### src/rtl/taglist_pkg.sv
// Shared types and field-offset helpers for the tag-list generator.
// Offsets are functions of ADDR_W so every parametrisation shares one layout rule.
package taglist_pkg;

    typedef enum logic [1:0] {
        IDLE  = 2'd0,
        SCAN  = 2'd1,
        WRITE = 2'd2,
        DONE  = 2'd3
    } state_t;

    localparam logic [1:0] LE_SEQ = 2'b10;
    localparam logic [1:0] LE_ROM = 2'b11;

    localparam int END_LSB  = 0;
    localparam int LAST_LSB = 1;

    function automatic int first_lsb(input int addr_w);
        return addr_w + 1;
    endfunction

    function automatic int seq_lsb(input int addr_w);
        return 2 * addr_w + 1;
    endfunction

    function automatic int word_bits(input int addr_w, input int seq_w);
        return 2 * addr_w + seq_w + 1;
    endfunction

endpackage

### src/rtl/taglist_gen_p_word_pack.sv
// Combinational packing of one sequence descriptor into a RAM word.
// Unused upper bits are driven to zero.
module taglist_word_pack
    import taglist_pkg::*;
#(
    parameter int ADDR_W = 10,
    parameter int SEQ_W  = 7,
    parameter int DATA_W = 32
) (
    input  logic [SEQ_W-1:0]  seq_num,
    input  logic [ADDR_W-1:0] first,
    input  logic [ADDR_W-1:0] last,
    input  logic              end_flag,
    output logic [DATA_W-1:0] word
);

    localparam int FIRST_LSB = first_lsb(ADDR_W);
    localparam int SEQ_LSB   = seq_lsb(ADDR_W);

    generate
        if (DATA_W < word_bits(ADDR_W, SEQ_W)) begin : g_width_check
            $error("taglist_word_pack: DATA_W too small for the descriptor fields");
        end
    endgenerate

    always_comb begin
        word                         = '0;
        word[END_LSB]                = end_flag;
        word[LAST_LSB +: ADDR_W]     = last;
        word[FIRST_LSB +: ADDR_W]    = first;
        word[SEQ_LSB +: SEQ_W]       = seq_num;
    end

endmodule

### src/rtl/taglist_gen_p.sv
// Tag-list generator: scans the tag ROM one address per clock and writes one
// descriptor per sequence into the tag-list RAM, with backpressure and overflow.
module taglist_gen_p
    import taglist_pkg::*;
#(
    parameter int ADDR_W     = 10,
    parameter int SEQ_W      = 7,
    parameter int DATA_W     = 32,
    parameter int START_ADDR = 0
) (
    input  logic              clk_1KHz,
    input  logic              reset,
    input  logic              start,
    input  logic [1:0]        lastEnd,
    input  logic              ram_ready,
    output logic [ADDR_W-1:0] romAddr,
    output logic [DATA_W-1:0] ramData,
    output logic [SEQ_W-1:0]  ramAddr,
    output logic              w_e_RAM,
    output logic              busy,
    output logic              done,
    output logic              overflow,
    output logic [SEQ_W:0]    seqCount
);

    localparam logic [ADDR_W-1:0] START    = ADDR_W'(START_ADDR);
    localparam logic [ADDR_W-1:0] ADDR_MAX = '1;
    localparam logic [SEQ_W-1:0]  SEQ_MAX  = '1;

    state_t            state;
    logic [ADDR_W-1:0] first;
    logic              end_flag;
    logic              end_next;
    logic [DATA_W-1:0] packed_word;

    // ramAddr doubles as the running sequence number.
    assign end_next = lastEnd[1] ? lastEnd[0] : 1'b1;

    taglist_word_pack #(
        .ADDR_W (ADDR_W),
        .SEQ_W  (SEQ_W),
        .DATA_W (DATA_W)
    ) u_pack (
        .seq_num  (ramAddr),
        .first    (first),
        .last     (romAddr),
        .end_flag (end_next),
        .word     (packed_word)
    );

    always_ff @(posedge clk_1KHz or posedge reset) begin
        if (reset) begin
            state    <= IDLE;
            romAddr  <= '0;
            first    <= '0;
            end_flag <= 1'b0;
            ramData  <= '0;
            ramAddr  <= '0;
            w_e_RAM  <= 1'b0;
            busy     <= 1'b0;
            done     <= 1'b0;
            overflow <= 1'b0;
            seqCount <= '0;
        end else begin
            case (state)
                IDLE, DONE: begin
                    if (start) begin
                        romAddr  <= START;
                        first    <= START;
                        ramAddr  <= '0;
                        seqCount <= '0;
                        done     <= 1'b0;
                        overflow <= 1'b0;
                        busy     <= 1'b1;
                        state    <= SCAN;
                    end
                end
                SCAN: begin
                    if (!lastEnd[1] && romAddr != ADDR_MAX) begin
                        romAddr <= romAddr + 1'b1;
                    end else begin
                        // The current address closes a sequence (or the ROM wrapped).
                        end_flag <= end_next;
                        ramData  <= packed_word;
                        w_e_RAM  <= 1'b1;
                        if (!lastEnd[1]) overflow <= 1'b1;
                        state    <= WRITE;
                    end
                end
                WRITE: begin
                    if (ram_ready) begin
                        w_e_RAM  <= 1'b0;
                        seqCount <= seqCount + 1'b1;
                        if (end_flag) begin
                            busy  <= 1'b0;
                            done  <= 1'b1;
                            state <= DONE;
                        end else if (ramAddr == SEQ_MAX) begin
                            overflow <= 1'b1;
                            busy     <= 1'b0;
                            done     <= 1'b1;
                            state    <= DONE;
                        end else begin
                            ramAddr <= ramAddr + 1'b1;
                            romAddr <= romAddr + 1'b1;
                            first   <= romAddr + 1'b1;
                            state   <= SCAN;
                        end
                    end
                end
                default: state <= IDLE;
            endcase
        end
    end

endmodule

### config.mk
export PLATFORM = sky130hd
export DESIGN_NAME = taglist_gen_p
export DESIGN_NICKNAME = d
export VERILOG_FILES = /design/src/rtl/taglist_pkg.sv /design/src/rtl/taglist_gen_p_word_pack.sv /design/src/rtl/taglist_gen_p.sv
export SDC_FILE = /design/constraint.sdc
export NUM_CORES = 1
export LEC_CHECK = 0
export CAP_MARGIN = 15
export CORE_MARGIN = 2
export CORE_UTILIZATION = 46
export DETAILED_ROUTE_END_ITERATION = 8
export PLACE_DENSITY = 0.75
export SLEW_MARGIN = 20
export SYNTH_ARGS = -nofsm -noshare
export SYNTH_HDL_FRONTEND = slang
export SYNTH_SLANG_ARGS = --single-unit
export TNS_END_PERCENT = 20
### constraint.sdc
create_clock -name clk_1KHz -period 2.05 [get_ports clk_1KHz]
set_clock_uncertainty 0.1 [all_clocks]
set_input_delay 0.41 -clock clk_1KHz [delete_from_list [all_inputs] [get_ports clk_1KHz]]
set_output_delay 0.41 -clock clk_1KHz [all_outputs]
set_load 0.01 [all_outputs]
==> metrics.cfg <==
[status]
status=finished clean

[power_and_ir_drop]
total_power_mw=5.03
ir_drop_v=0.000626
cellLeakagePower_nw=2.06
power_density_mw_per_mm2=1120

[global_route]
gr-total-overflow=0
grt_max_degree=70
grt_pass1_wl_um=14200
grt_pass1_vias=2978
grt_antenna_before_repair=0
grt_usage_pct=23.6

[drt]
vias=2934
dr.pass1.iters=4
wirelength_um=8550
post-route-drc-count=0
drtIter0Drc=190
ant_nets=0
viasPerCell=5.45
wl_per_cell_um=15.9

[placement]
dp.cells=520
port_buffers=62
gp_congestion=0.875
dp_hpwl_um=6150

[logic_synthesis]
syn_avg_cell_area_um2=9.79
postSynthCellCount=340
synth_seq_cells=69
synth_area_mm2=0.00333
ys_seq_area_share_pct=51.9
ys_async_sr_fraction_pct=100
synth-edff-count=0
ys.flop_type=dfrtp_1
yosysWarnings=0
synth_cell_types=51
ys_top_cells_by_area=dfrtp_1 (52%), nand2_1 (10%), o2bb2ai_1 (2.9%), o31ai_1 (2.5%), ha_1 (1.9%)
synth_top_area_share_pct=51.9
yosysTopAreaCell=dfrtp_1

[cells_and_area]
mostFrequentLayoutCells=nand2_1 (89), dfrtp_1 (69), clkdlybuf4s50_1 (62)
drive_above_1_share_pct=16.2
instances_no_fill=538
fin_nets=445
final_common_cell=nand2_1
n_antenna_cell=0
fin_util_pct=62.7
area_growth_pct=34.5

[timing]
finalCritPeriodShare_pct=96.2
max_freq_mhz=507
drv_slew=0
fin_crit_ns=1.97
hold_viol_final=0
rsz0062_at_grt=no
finalSetupViolCount=0

[clock_tree]
clk_pin_slew_ns=0.07
cts_max_level=3
cts_inserted_buffers=9
clockBufferDepth=2
clock_latency_ns=0.35
cts.sink_count=69
cts_root_buffer=clkbuf_8
cts_tree=yes

[flow_run]
maxCapViolCount=0

[worst_setup_path]
path_class=reg2reg
rr_worst_depth=6
cp.arrival_ns=2.10
ff2ff_setup_slack_ns=0.08
startpoint=state[1]
r2r-start=state[1]
cp-end-kind=flip-flop
critPathLaunchType=flip-flop
cp.required_ns=2.18
cp_max_fo=9
reg2reg_to=romAddr[4]

[die]
ios=67
start_util_pct=46.6
dieHeight_um=89.0
die_w_um=89.0
core-area_mm2=0.00714
core.rowCount=31
die_area_mm2=0.00793

[min_path]
min_path_type=reg2reg
hold_depth=2
hp-start=first[8]
min_to=ramData[19]

[power by group]
group / internal (mW) / switching [mW] / total (mW)
combinational: 1.05 / 1.24 / 2.29
sequential: 1.57 / 0.145 / 1.72
clock: 0.504 / 0.515 / 1.02
total: 3.13 / 1.90 / 5.03
[synthesized netlist by cell type, drive strengths merged, types with 7 or more instances]
cell / count
nor2: 15
nand3: 8
o21ai: 12
dfrtp: 69
o31ai: 11
nand2: 90
inv: 12
o41ai: 7
o2bb2ai: 11
clkbuf: 9
buf: 15
a21oi: 7
[cell type report]
cell class	count	area [um^2]
inverters	12	48.8
clock buffers	11	151
multi-input cells	238	1440
repair buffers	104	952
fillers	642	2660
clock inverters	5	35.0
well taps	99	124
flip-flops and latches	69	1730
[kinds of logic after synthesis]
family	share of synthesized area, %
adder cells (fa/ha/maj)	1.88
other	0.113
XOR/XNOR	2.37
flip-flops	51.9
multiplexers	1.32
AO/OA/AOI/OAI	17.1
AND/OR/NAND/NOR	19.5
buffers and inverters	5.83
[sequential cells by signal (all words and copies together), names as in the netlist]
signal	count
seqCount	8
done	1
first	10
busy	1
overflow	1
ramData	28
romAddr	10
ramAddr	7
state	2
w_e_RAM	1
[critical path, cell delays in order, from the launching register on]
cell and delay (ns):
dfrtp_1 0.39, inv_1 0.06, ha_1 0.19, and2_1 0.21, a41o_4 0.30, nor3_4 0.24
mux2_1 0.35
[routing by layer]
metal | wire, um | part of all wire (%) | global-route usage [%]
met3 | 542 | 6.3 | 8.13
met1 | 3670 | 43 | 28.9
met5 | 0 | 0 | 0
met4 | 184 | 2.2 | 9.09
met2 | 4160 | 49 | 38.6
[worst max-delay path by stage]
stage,endpoint
finish,romAddr[4]
global route,romAddr[4]
CTS,romAddr[4]
detailed placement,romAddr[1]
global placement,romAddr[1]
floorplan,romAddr[1]
[stage by stage]
step,instance area (um^2),TNS [ns],hold WS (ns),setup WS (ns)
CTS,4440,0,0.378,0.0209
global placement,4250,-0.275,0.358,-0.109
floorplan,3340,-0.368,0.338,-0.122
finish,4480,0,0.373,0.0770
global route,4480,0,0.393,0.0196
detailed placement,4250,-0.757,0.362,-0.177
[what timing repair did]
| action | 4_1_cts | 5_1_grt |
|---|---|---|
| buffers inserted | 0 | 2 |
| setup endpoints to repair | 2 | 19 |
| hold buffers | 0 | 0 |
| resized for setup | 1 | 6 |
| pin swaps | 1 | 1 |
Power figures use the tool's default switching activity.
==> RTL edit 1 (same flow settings) <==
Re-encode `state_t` (4 states) as one-hot, 4 bits wide.
--- a/src/rtl/taglist_pkg.sv
+++ b/src/rtl/taglist_pkg.sv
@@ -3,9 +3,9 @@
 package taglist_pkg;
 
-    typedef enum logic [1:0] {
-        IDLE  = 2'd0,
-        SCAN  = 2'd1,
-        WRITE = 2'd2,
-        DONE  = 2'd3
+    typedef enum logic [3:0] {
+        IDLE  = 4'b0001,
+        SCAN  = 4'b0010,
+        WRITE = 4'b0100,
+        DONE  = 4'b1000
     } state_t;
 
Function: no difference found for any inputs over 10 cycles, from zero or initial values and one cycle with reset high; not proved beyond that.
==> RTL edit 1 against the unedited design <==
  * Power shrank 19%
  * Design area grew 2.5%
  * Sequential power shrank 5%
  * Wire length shrank 11%
  * Setup slack lost 48 ps
  * Sequential share of layout area grew 0.16 points
  * Area after synthesis shrank 0.23%
  * Critical path depth is the same
  * First-iteration DRC count shrank 49%
  * Utilization grew 3.7 points
  * Non-clock buffer count grew 2
  * Sequential cell count grew 2
==> RTL edit 1: results (changes against the unedited design) <==
** Run status
- The run finished with clean final reports.

** Placed design
- Placed insts :: 485 (-6.7%)
- Placement Cell Area :: 4310 um^2 (+1.3%)
- DP Wirelength :: 5210 um (-15%)
- Last weighted congestion value of the routability-driven placer :: 0.799 (-8.7%)

** Worst setup path
- Critical Path AT :: 2200 ps (+100 ps)
- Tracing the worst setup path back leads to its startpoint at state[0].
- The highest cell delay on the worst timing path is 560 ps (+170 ps).
- Endpoint of the worst register-to-register path :: ramAddr[4]
- Peak fanout along the critical path :: 4 (-5)

** Cells and area
- The register area is 1780 um^2 (+3.0%).
- The filler cell count was 574 (-11%).
- The final cell count without fillers came to 502 (-6.7%).
- The number of non-clock buffers is 106 (+1.9%).
- The clock-cell share of area is 0.0458 (+0.00415).
- Count of clock-net buffers in the final layout :: 9 (-2)
- The area of the multi-input gates was 1480 um^2 (+3.0%).
- Buffer share of cell area :: 0.212 (-0.00119)
- The utilization after layout was 0.664 (+0.0374).
- Layout cells sized above 1 :: 0.266 (+0.104)
- The final-stage net count was 411 (-7.6%).

** Power
- The proportion of power drawn by the clock network came to 0.297 (+0.094).
- The static power due to leakage came to 0.00201 uW (-2.5%).
- The largest vdd supply drop is 0.536 mV (-14%).
- The switching share of power was 0.308 (-0.0701).

** Global route
- The largest net degree at the start of global routing came to 72 (+2.9%).
- The wire length of the first global-routing pass was 12,600 um (-11%).
- The routing usage on met1 is 0.284 (-0.00472).
- Met3 capacity usage during global routing :: 0.0314 (-0.0499)
- The via count of the first global-routing pass came to 2,633 (-12%).

** Min path
- HP Start :: first[5]
- Tightest Hold Check Type :: reg -> reg

** Yosys
- Compound-Gate Fraction of Synth Area :: 0.147 (-0.0245)
- Cells taking the most area after synthesis :: sky130_fd_sc_hd__dfrtp_1, sky130_fd_sc_hd__mux2_2, sky130_fd_sc_hd__o21ai_0
- Adder and majority gate portion of the synthesized area :: 0.0113 (-0.00750)
- The sequential element share of the synthesized area was 0.536 (+0.0166).
- Xor/xnor share of the synthesized area :: 0.0290 (+0.00533)
- Post-synthesis mux area share :: 0.0916 (+0.0784)

** Drt
- The violation count after the first detailed-routing iteration came to 96 (-49%).
- The wire length on met1 came to 3550 um (-3.3%).
- The detail-routed net length per standard cell is 15.1 um (-4.7%).
- The number of vias per cell after detailed routing came to 5.31 (-2.6%).
- Met2 Wirelength :: 3660 um (-12%)

** CTS
- The number of clock sinks was 71 (+2.9%).

** Floorplanning
- Site row count :: 30 (-3.2%)
[RTL edit 1: cells by family after synthesis]
group | after synthesis
AO/OA/AOI/OAI | 68
XOR/XNOR | 11
adder cells (fa/ha/maj) | 3
buffers and inverters | 27
flip-flops | 71
multiplexers | 27
other | 1
AND/OR/NAND/NOR | 93
[RTL edit 1: what timing repair did]
action | in CTS | in global routing
pin swaps | 2 | 2
gates cloned | 1 | 0
setup endpoints to repair | 26 | 22
buffers inserted | 1 | 0
resized for setup | 8 | 3
[RTL edit 1: per-stage QoR]
| stage | setup WS, ps | setup TNS [ps] | hold WS [ps] | total power [uW] |
|---|---|---|---|---|
| 2_1_floorplan | -190 | -1670 | 344 | 2300 |
| 3_3_place_gp | -366 | -7190 | 357 | 2770 |
| 3_5_place_dp | -435 | -9360 | 365 | 2800 |
| 4_1_cts | 10.7 | 0 | 381 | 4070 |
| 5_1_grt | -47.5 | -89.2 | 416 | 4260 |
| 6_report | 29.1 | 0 | 375 | 4050 |
==> RTL edit 2 (config.mk and constraints unchanged) <==
Without the edit above. `ADDR_W` is set to 10 in 2 places; all go to 12.
--- a/src/rtl/taglist_gen_p_word_pack.sv
+++ b/src/rtl/taglist_gen_p_word_pack.sv
@@ -4,5 +4,5 @@
     import taglist_pkg::*;
 #(
-    parameter int ADDR_W = 10,
+    parameter int ADDR_W = 12,
     parameter int SEQ_W  = 7,
     parameter int DATA_W = 32
--- a/src/rtl/taglist_gen_p.sv
+++ b/src/rtl/taglist_gen_p.sv
@@ -4,5 +4,5 @@
     import taglist_pkg::*;
 #(
-    parameter int ADDR_W     = 10,
+    parameter int ADDR_W     = 12,
     parameter int SEQ_W      = 7,
     parameter int DATA_W     = 32,
Ports: changed (resized romAddr); port bits go from 67 to 69. No check against the original RTL was run, so the function may have changed too.
==> RTL edit 2 against the unedited design <==
  * The run now ends with setup timing left
  * Sequential cell count up 8
  * Critical endpoint is now romAddr[5]
  * Largest power group unchanged
  * Worst hold slack worse by 170 ps
  * Setup slack worse by 93 ps
  * Design area rose by 17%
  * Power increased by 2.6%
  * Global-route usage shrank 1.1 points
  * Wire length rose by 13%
  * Area after synthesis increased by 13%
==> RTL edit 2: results (changes against the unedited design) <==
** Run status
- Status :: finished, violations left
- Failing checks :: setup timing

** CTS
- Maximum clock insertion buffer count :: 2 (unchanged)
- CTS root buf :: sky130_fd_sc_hd__clkbuf_8
- Clock-pin slew on the worst setup and hold paths :: 70 ps (about the same)
- The H-tree depth came to 3 (unchanged).
- Clock buffers created by TritonCTS :: 9 (unchanged)
- Clk_lat worst skew :: 350 ps (about the same)

** Placed design
- DP Wirelength :: 6730 um (+9.5%)
- Last weighted congestion value of the routability-driven placer :: 0.901 (+3.1%)
- Number of I/O port buffers :: 68 (+9.7%)
- Placed insts :: 591 (+14%)
- The post-place setup slack is -154 ps (+23.6 ps).

** Yosys
- Yosys attributes the largest share of cell area to sky130_fd_sc_hd__dfrtp_1, sky130_fd_sc_hd__nand2_1, sky130_fd_sc_hd__mux2i_1.
- Share of async-settable or async-resettable flops after synthesis :: 1.00 (unchanged)
- The per-instance average area after synthesis came to 9.54 um^2 (-2.5%).
- The commonest cells after synthesis are sky130_fd_sc_hd__nand2_1, sky130_fd_sc_hd__dfrtp_1, sky130_fd_sc_hd__clkbuf_1.
- Number of warnings issued by yosys :: 0 (unchanged)
- Number of nets in the synthesized netlist :: 406
- The number of distinct standard cells referenced by the synthesized netlist is 46 (-9.8%).
- Register area share after synthesis :: 0.511 (-0.00787)

** Drt
- The detail-routed net length per standard cell is 15.8 um (-0.81%).
- The violation count after the first detailed-routing iteration is 241 (+27%).
- Number of detailed-route iterations in the first pass :: 5 (+1)
- The via count came to 3,361 (+15%).

** Global route
- Wire length of the first global-routing pass :: 15,600 um (+10%)
- Number of antenna violations at the first check in global routing :: 0 (unchanged)
- The global-route usage over all layers came to 0.225 (-0.0105).
- Pin count of the biggest net entering global routing :: 50 (-29%)
- Via count of the first global-routing pass :: 3,239 (+8.8%)

** Cells and area
- The share of post-route cells with drive strength above 1 was 0.196 (+0.0347).
- Diode insertion count for antenna repair :: 0 (unchanged)
- Final Net Count :: 516 (+16%)
- The largest registers in the layout are ramData x32, first x12, romAddr x12.
- The final cell count without fillers is 614 (+14%).

** Worst setup path
- The arrival time of the worst setup path is 2180 ps (+80 ps).
- Critical-path top delay cell :: sky130_fd_sc_hd__dfrtp_2
- The highest cell delay on the worst timing path is 410 ps (+20 ps).
- The maximum fanout encountered on the critical timing path came to 5 (-4).

** Min path
- Tightest Hold Check Type :: in -> async

** Power
- Pleak :: 0.00245 uW (+19%)
- The reported net switching power is 1810 uW (-4.6%).
- The largest vdd supply drop is 0.648 mV (+3.4%).

** STA
- For the pin with the worst max-slew slack, the measured transition is 570 ps.
- The slack of the critical path came to -16.2 ps (-93.2 ps).
- # setup viols final :: 4 (+4)
RTL edit 2: worst max-delay path, delay by kind of cell (launching register included):
family / cells / cell delay (ps)
AOI/OAI and AO/OA: 3 / 780
DFF: 1 / 410
buffers and inverters: 2 / 250
and+or+nand+nor: 1 / 210
adders and majority gates: 1 / 170
RTL edit 2: logic make-up after synthesis:
logic type                 synth area share
AOI/OAI and AO/OA                     0.130
xor gates and xnor gates             0.0256
adders and majority gates            0.0166
buffers and inverters                0.0451
DFF                                   0.511
muxes                                0.0468
and+or+nand+nor                       0.225
RTL edit 2: final timing paths:
| kind | end | slack [ps] | from | cells after the start |
|---|---|---|---|---|
| worst max register to register | romAddr[5] | -20 | state[0] | 7 |
| worst max-delay path | romAddr[5] | -20 | state[0] | 7 |
| max in group asynchronous | state[0] | 1160 | reset | 3 |
| worst min register to register | ramData[17] | 380 | ramData[17] | 2 |
| min in group clk_1KHz | ramData[17] | 380 | ramData[17] | 2 |
| worst min-delay path | ramData[15] | 200 | reset | 2 |
RTL edit 2: per-layer routing:
layer / GRT usage / vias to the layer above / wire length [um]
li1: - / 1600 / -
met1: 0.321 / 1621 / 4510
met2: 0.343 / 126 / 4510
met3: 0.0327 / 14 / 530
met4: 0.0978 / 0 / 129
met5: 0 / - / 0
RTL edit 2: layout make-up:
cell class                      count  area, um^2
Clock inverter                      4        72.6
Tap cell                          105         131
Timing Repair Buffer              126        1160
Inverter                            7        30.0
Multi-Input combinational cell    284        1770
Fill cell                         644        2860
Clock buffer                       11         141
Sequential cell                    77        1930
RTL edit 2: power by group through the flow:
stage / sequential (uW) / clock, uW / combinational, uW
5_1_grt: 1820 / 1340 / 2290
3_5_place_dp: 1820 / 0 / 1880
6_report: 1800 / 1240 / 2110
3_3_place_gp: 1810 / 0 / 1840
2_1_floorplan: 1870 / 0 / 992
4_1_cts: 1790 / 1260 / 1930
RTL edit 2: stage by stage:
stage	hold WS (ps)	TNS, ps	instance area (um^2)
floorplan	337	-1170	3770
global placement	353	-669	4850
detailed placement	358	-1430	4850
CTS	200	-10.6	5090
global route	205	-452	5230
finish	205	-48.2	5230
RTL edit 2: what timing repair did:
| item | 4_1_cts | 5_1_grt |
|---|---|---|
| pin swaps | 0 | 4 |
| gates cloned | 0 | 1 |
| buffers inserted | 0 | 7 |
| endpoints found under the setup margin | 22 | 46 |
| resized for setup | 3 | 20 |
